[src/rtl/control_proto_pkg.sv]
`default_nettype none
// +----------------------------------------------------------------------+
// | control_proto_pkg                                                    |
// | Shared constants and state encodings for the nibble-over-UART host.  |
// | Revision: 1.0                                                        |
// +----------------------------------------------------------------------+
package control_proto_pkg;

  localparam logic [3:0] NIBBLE_TAG    = 4'h4;
  localparam logic [7:0] CMD_SHIFT_OUT = 8'h6F;
  localparam logic [7:0] RESP_HDR      = 8'h07;

  typedef enum logic [3:0] {
    IDLE     = 4'd0,
    WR_SEND  = 4'd1,
    WR_GAP   = 4'd2,
    WR_WAIT  = 4'd3,
    CMD_SEND = 4'd4,
    CMD_GAP  = 4'd5,
    CMD_WAIT = 4'd6,
    RX_HDR   = 4'd7,
    RX_DATA  = 4'd8
  } host_state_e;

  typedef enum logic [1:0] {
    HS_IDLE = 2'd0,
    HS_SEND = 2'd1,
    HS_GAP  = 2'd2,
    HS_WAIT = 2'd3
  } hs_state_e;

  // Room for the largest nibble count plus the surplus reply nibble.
  function automatic int cnt_width(input int nib_a, input int nib_b);
    int m;
    m = (nib_a > nib_b) ? nib_a : nib_b;
    return $clog2(m + 2);
  endfunction

endpackage
`default_nettype wire

[src/rtl/control_host_txhs.sv]
`default_nettype none
// +----------------------------------------------------------------------+
// | control_host_txhs                                                    |
// | One-byte SEND/GAP/WAIT handshake towards a uart_tx byte module.      |
// | Revision: 1.0                                                        |
// +----------------------------------------------------------------------+
module control_host_txhs
  import control_proto_pkg::*;
(
  input  logic       clk,
  input  logic       rst_n,
  input  logic       req,
  input  logic [7:0] req_byte,
  output logic       ack,
  output logic       tx_start,
  output logic [7:0] tx_data,
  input  logic       tx_busy
);

  hs_state_e  hs_q, hs_d;
  logic [7:0] tx_data_q, tx_data_d;

  always_ff @(posedge clk or negedge rst_n) begin
    if (!rst_n) begin
      hs_q      <= HS_IDLE;
      tx_data_q <= '0;
    end else begin
      hs_q      <= hs_d;
      tx_data_q <= tx_data_d;
    end
  end

  always_comb begin
    hs_d      = hs_q;
    tx_data_d = tx_data_q;
    case (hs_q)
      HS_IDLE: begin
        if (req) begin
          hs_d      = HS_SEND;
          tx_data_d = req_byte;
        end
      end
      HS_SEND: hs_d = HS_GAP;
      // GAP gives uart_tx one cycle to raise tx_busy before it is polled.
      HS_GAP:  hs_d = HS_WAIT;
      HS_WAIT: if (!tx_busy) hs_d = HS_IDLE;
      default: hs_d = HS_IDLE;
    endcase
  end

  always_comb begin
    tx_start = (hs_q == HS_SEND);
    ack      = (hs_q == HS_WAIT) && !tx_busy;
    tx_data  = tx_data_q;
  end

endmodule
`default_nettype wire

[src/rtl/control_host.sv]
`default_nettype none
// +----------------------------------------------------------------------+
// | control_host                                                         |
// | Host side of the nibble-over-UART control protocol: writes a word as |
// | 0x4N bytes, issues 0x6F, collects the 0x07-headed nibble reply.      |
// | Optional reply timeout: define CONTROL_HOST_TIMEOUT_EN.              |
// | Revision: 1.0                                                        |
// +----------------------------------------------------------------------+
module control_host
  import control_proto_pkg::*;
#(
  parameter int DOUT_WIDTH     = 64,
  parameter int DIN_WIDTH      = 64,
  parameter int TIMEOUT_CYCLES = 1000000
) (
  input  logic                  clk,
  input  logic                  reset_n,
  input  logic                  start,
  input  logic [DOUT_WIDTH-1:0] wr_data,
  output logic                  busy,
  output logic                  done,
  output logic                  error,
  output logic [DIN_WIDTH-1:0]  rd_data,
  output logic                  tx_start,
  output logic [7:0]            tx_data,
  input  logic                  tx_busy,
  input  logic                  rx_ready,
  input  logic [7:0]            rx_data
);

  localparam int DOUT_NIBBLES = (DOUT_WIDTH + 3) / 4;
  localparam int DIN_NIBBLES  = (DIN_WIDTH + 3) / 4;
  localparam int CNT_W        = cnt_width(DOUT_NIBBLES, DIN_NIBBLES);
  localparam logic [CNT_W-1:0] NIB_TOP  = CNT_W'(DOUT_NIBBLES - 1);
  localparam logic [CNT_W-1:0] IDX_LAST = CNT_W'(DIN_NIBBLES);

  host_state_e            state_q, state_d;
  logic [CNT_W-1:0]       nib_q, nib_d, idx_q, idx_d;
  logic [DOUT_WIDTH-1:0]  wr_q, wr_d;
  logic [DIN_WIDTH-1:0]   shadow_q, shadow_d, rd_q, rd_d;
  logic                   done_q, done_d, error_q, error_d;

  logic       w_hs_req, w_hs_ack;
  logic [7:0] w_hs_byte;
  logic [3:0] w_cur_nibble;
  logic       w_accept, w_rx_hdr, w_rx_dat, w_hdr_ok, w_tag_ok, w_last;
  logic       w_finish, w_abort, w_timeout;

  // A start landing in the done/error cycle is ignored, even though busy is already low.
  assign w_accept = (state_q == IDLE) && start && !done_q && !error_q;
  assign w_rx_hdr = (state_q == RX_HDR) && rx_ready;
  assign w_rx_dat = (state_q == RX_DATA) && rx_ready;
  assign w_hdr_ok = (rx_data == RESP_HDR);
  assign w_tag_ok = (rx_data[7:4] == NIBBLE_TAG);
  assign w_last   = (idx_q == IDX_LAST);
  assign w_finish = w_rx_dat && w_tag_ok && w_last;
  assign w_abort  = (w_rx_hdr && !w_hdr_ok) || (w_rx_dat && !w_tag_ok) || w_timeout;

`ifdef CONTROL_HOST_TIMEOUT_EN
  localparam int TMO_W = $clog2(TIMEOUT_CYCLES + 1);
  logic [TMO_W-1:0] tmo_q, tmo_d;
  logic             w_in_rx;

  assign w_in_rx   = (state_q == RX_HDR) || (state_q == RX_DATA);
  assign w_timeout = w_in_rx && !rx_ready && (tmo_q == TMO_W'(TIMEOUT_CYCLES - 1));

  always_comb begin
    tmo_d = '0;
    if (w_in_rx && !rx_ready) tmo_d = tmo_q + 1'b1;
  end

  always_ff @(posedge clk or negedge reset_n) begin
    if (!reset_n) tmo_q <= '0;
    else          tmo_q <= tmo_d;
  end
`else
  // No reply timer: never fires.
  assign w_timeout = (TIMEOUT_CYCLES < 0);
`endif

  always_ff @(posedge clk or negedge reset_n) begin
    if (!reset_n) state_q <= IDLE;
    else          state_q <= state_d;
  end

  always_comb begin
    state_d = state_q;
    case (state_q)
      IDLE:     if (w_accept) state_d = WR_SEND;
      WR_SEND:  state_d = WR_GAP;
      WR_GAP:   state_d = WR_WAIT;
      WR_WAIT:  if (w_hs_ack) state_d = (nib_q == '0) ? CMD_SEND : WR_SEND;
      CMD_SEND: state_d = CMD_GAP;
      CMD_GAP:  state_d = CMD_WAIT;
      CMD_WAIT: if (w_hs_ack) state_d = RX_HDR;
      RX_HDR:   if (w_rx_hdr && w_hdr_ok) state_d = RX_DATA;
      RX_DATA:  state_d = RX_DATA;
      default:  state_d = IDLE;
    endcase
    if (w_finish || w_abort) state_d = IDLE;
  end

  always_ff @(posedge clk or negedge reset_n) begin
    if (!reset_n) begin
      nib_q    <= '0;
      idx_q    <= '0;
      wr_q     <= '0;
      shadow_q <= '0;
      rd_q     <= '0;
      done_q   <= 1'b0;
      error_q  <= 1'b0;
    end else begin
      nib_q    <= nib_d;
      idx_q    <= idx_d;
      wr_q     <= wr_d;
      shadow_q <= shadow_d;
      rd_q     <= rd_d;
      done_q   <= done_d;
      error_q  <= error_d;
    end
  end

  always_comb begin
    nib_d    = nib_q;
    idx_d    = idx_q;
    wr_d     = wr_q;
    shadow_d = shadow_q;
    rd_d     = rd_q;
    done_d   = w_finish;
    error_d  = w_abort;
    if (w_accept) begin
      wr_d  = wr_data;
      nib_d = NIB_TOP;
    end
    if ((state_q == WR_WAIT) && w_hs_ack && (nib_q != '0)) nib_d = nib_q - 1'b1;
    if (w_rx_hdr && w_hdr_ok) idx_d = '0;
    if (w_rx_dat && w_tag_ok) begin
      // The surplus final nibble matches no shadow slot and is dropped.
      for (int b = 0; b < DIN_WIDTH; b++) begin
        if (idx_q == CNT_W'(b / 4)) shadow_d[b] = rx_data[b % 4];
      end
      if (!w_last) idx_d = idx_q + 1'b1;
    end
    if (w_finish) rd_d = shadow_q;
  end

  // Nibbles beyond DOUT_WIDTH read as zero.
  always_comb begin
    w_cur_nibble = '0;
    for (int b = 0; b < DOUT_WIDTH; b++) begin
      if (nib_q == CNT_W'(b / 4)) w_cur_nibble[b % 4] = wr_q[b];
    end
  end

  always_comb begin
    busy      = (state_q != IDLE);
    done      = done_q;
    error     = error_q;
    rd_data   = rd_q;
    w_hs_req  = (state_q == WR_SEND) || (state_q == CMD_SEND);
    w_hs_byte = (state_q == CMD_SEND) ? CMD_SHIFT_OUT : {NIBBLE_TAG, w_cur_nibble};
  end

  control_host_txhs u_txhs (
    .clk      (clk),
    .rst_n    (reset_n),
    .req      (w_hs_req),
    .req_byte (w_hs_byte),
    .ack      (w_hs_ack),
    .tx_start (tx_start),
    .tx_data  (tx_data),
    .tx_busy  (tx_busy)
  );

endmodule
`default_nettype wire
[config.mk]
export PLATFORM = sky130hd
export DESIGN_NAME = control_host
export DESIGN_NICKNAME = d
export VERILOG_FILES = /design/src/rtl/control_proto_pkg.sv /design/src/rtl/control_host_txhs.sv /design/src/rtl/control_host.sv
export SDC_FILE = /design/constraint.sdc
export NUM_CORES = 1
export LEC_CHECK = 0
export CORE_MARGIN = 3
export CORE_UTILIZATION = 55
export CTS_CLUSTER_SIZE = 25
export DETAILED_ROUTE_END_ITERATION = 8
export DONT_BUFFER_PORTS = 1
export PLACE_DENSITY = 0.73
export SLEW_MARGIN = 20
export SYNTH_ARGS = -nofsm -noshare
export SYNTH_HDL_FRONTEND = slang
export SYNTH_SLANG_ARGS = --single-unit
[constraint.sdc]
create_clock -name clk -period 2.2 [get_ports clk]
set_input_delay 0.55 -clock clk [delete_from_list [all_inputs] [get_ports clk]]
set_output_delay 0.55 -clock clk [all_outputs]
set_load 0.02 [all_outputs]
==> results.toml <==
[timing]
rsz0062_at_grt = "yes"
layout_setup_ws_ns = -0.0493
timing.hold.ws_ns = -0.271
fmax_ghz = 0.445
clock-skew-final_ns = 0.00798
period_share = 1.02
tns_ns = -1.08
finalCriticalPeriod_ns = 2.25
hold_violations = 216
finalSetupViolCount = 42
maxSlewViolCount = 0

[routing]
route.met2.wl_mm = 11.4
wl_per_cell_um = 22.1
route.detailed.drc = 0
drtAntennaViolNets = 0
drtIter0Drc = 351
firstDrtPassIters = 5
dr_wl_met3_mm = 1.40
wl_met1_mm = 8.80
routed_wl_mm = 22.4
num_vias = 6052
highest_layer = "met4"
vias_per_cell = 5.99

[yosys]
synth_top_cell_by_area = "dfrtp_1"
seq_area_frac_synth = 0.550
synthCells = 733
synth_enable_flop_cells = 0
synth_area_leaders = "dfrtp_1 55%, mux2_2 18%, mux2_4 5.8%"
yosysWarnings = 0
synth_common_cells = "216 x dfrtp_1, 155 x mux2_2, 38 x mux2_4"
synthDistinctLibCells = 69
synth_seq_cells = 216
synth_top_area_frac = 0.550
synth.most_common_cell = "dfrtp_1"
post_synth.cell_area_avg_um2 = 13.4
ys.flop_type = "dfrtp_1"
async_flop_share = 1.00
synthesis.area_um2 = 9820

[clock_tree]
cts_tree = "done"
cts.htree.levels = 1
clk_pin_slew_ns = 0.06
max-clock-path-buffers = 3
clock-root-buffer = "clkbuf_16"
cts_sinks = 216
numCtsBuffers = 23
insertion_delay_ns = 0.51

[die]
die_h_um = 140
rows = 48
ioPinCount = 153
initial_utilization = 0.564
core-area_um2 = 17400
die_area_um2 = 19500
die_w_um = 140

[place]
gp_congestion = 0.915
place_area_um2 = 10300
dp.cells = 968
port_buffers = 0
place_hpwl_mm = 15.4

[layout]
nFillCells = 1297
drive_above_1_share = 0.401
nNetsFinal = 863
syn2layout_area_growth_pct = 14.5
fin_area_um2 = 11200
ff_latch_area_um2 = 5410
stdcell_count = 1011
antenna_cells = 0
multi_input_area_um2 = 4350

[critical_path]
arrival_ns = 2.64
startpoint_type = "register"
cp-end-kind = "register"
slowest_stage = "or4b_4"
worstSetupPathType = "reg2reg"
path_cells = "or4_4 > or4b_4 > buf_12 > mux2_4"
critPathMaxFanout = 32
critPathRequiredTime_ns = 2.60
critPathMaxStageDelay_ns = 0.60

[global_routing]
antenna_found_initial = 0
grt_pass1_vias = 6631
globalRouteTotalUtil = 0.228
grt_max_degree = 217
grt_pass1_wl_mm = 36.1
grt-ovfl-total = 0

[outcome]
status = "finished, violations left"
violations = "hold timing, setup timing"

[hold_path]
hold_class = "in2async"

[power]
leakagePower_nw = 5.50
ir_drop_mv = 0.634
power_density_nw_per_um2 = 711
p_total_mw = 8.00

[job]
cap_violations = 0
## state kept, by name, indices dropped and copies added, names as in the netlist
| name | count |
|---|---|
| done | 1 |
| error | 1 |
| idx_q | 5 |
| nib_q | 5 |
| rd_data | 64 |
| shadow_q | 64 |
| state_q | 4 |
| u_txhs.hs_q | 2 |
| u_txhs.tx_data | 6 |
| wr_q | 64 |
## kinds of logic (layout without fill, tap and decap cells)
family                     count (synthesis)  count (layout)  share of synthesized area
xor gates and xnor gates                   5               5                    0.00446
and+or+nand+nor                          157             157                     0.0943
buffers and inverters                     55             107                     0.0302
muxes                                    194             194                      0.237
DFF                                      216             216                      0.550
AOI/OAI and AO/OA                         91              91                     0.0659
adders and majority gates                 14              14                     0.0178
other                                      1               2                   0.000382
## power by group
group          total [mW]  leakage, nW  switching [mW]  internal [mW]
Combinational       0.297         2.22           0.139          0.158
Clock                3.61        0.351            1.53           2.07
Sequential           4.09         2.93          0.0521           4.04
Total                8.00         5.50            1.72           6.27
## routing by layer
| layer | track usage | up-vias |
|---|---|---|
| met4 | 0.0816 | 0 |
| li1 | - | 2738 |
| met1 | 0.281 | 3051 |
| met5 | 0 | - |
| met2 | 0.396 | 206 |
| met3 | 0.0519 | 57 |
## layout make-up
class                   instances  share of cell area
well taps                     225              0.0250
flip-flops and latches        216               0.481
inverters                      15             0.00501
repair buffers                 53              0.0397
multi-input cells             463               0.387
clock buffers                  33              0.0581
clock inverters                 6             0.00456
## repair_timing
item,CTS,global route
cloned,0,0
buffers inserted,3,1
setup endpoints to repair,19,91
pin swaps,3,5
hold endpoints to repair,216,216
gates resized for setup,7,37
## stage by stage
| step | utilization | setup slack [ns] |
|---|---|---|
| 2_1_floorplan | - | -0.0824 |
| 3_3_place_gp | 0.592 | -0.193 |
| 3_5_place_dp | 0.592 | -0.255 |
| 4_1_cts | 0.637 | -0.00674 |
| 5_1_grt | 0.646 | -0.0984 |
| 6_report | 0.646 | -0.0493 |
## final timing paths
check / start / end / slack (ns) / cells after the start
max in group asynchronous: reset_n / shadow_q[19]$_DFFE_PN0P_ / 2.19 / 0
max: state_q[3]$_DFFE_PN0P_ / wr_q[44]$_DFFE_PN0P_ / -0.05 / 4
min: reset_n / wr_q[16]$_DFFE_PN0P_ / -0.27 / 0
max reg2reg: state_q[3]$_DFFE_PN0P_ / wr_q[44]$_DFFE_PN0P_ / -0.05 / 4
min in group clk: wr_data[55] / wr_q[55]$_DFFE_PN0P_ / 0.18 / 1
min reg2reg: shadow_q[60]$_DFFE_PN0P_ / shadow_q[60]$_DFFE_PN0P_ / 0.50 / 1
## worst max-delay path: cells and delay by family (launching register included)
kind | cells | cell delay (ns)
buffers and inverters | 1 | 0.21
flip-flops | 1 | 0.41
multiplexers | 1 | 0.32
AND/OR/NAND/NOR | 2 | 1.17
## cells in the final DEF (no fill, tap or decap), types with 12 or more instances in the layout
cell,instances
ha_1,13
a21oi_1,20
buf_4,47
dfrtp_1,216
clkbuf_16,23
nand2_1,20
mux2_2,135
o21ai_0,12
nor2_1,26
nand3_1,12
mux2_4,58
inv_1,15
Note: power is estimated with default switching activity, not from simulation.
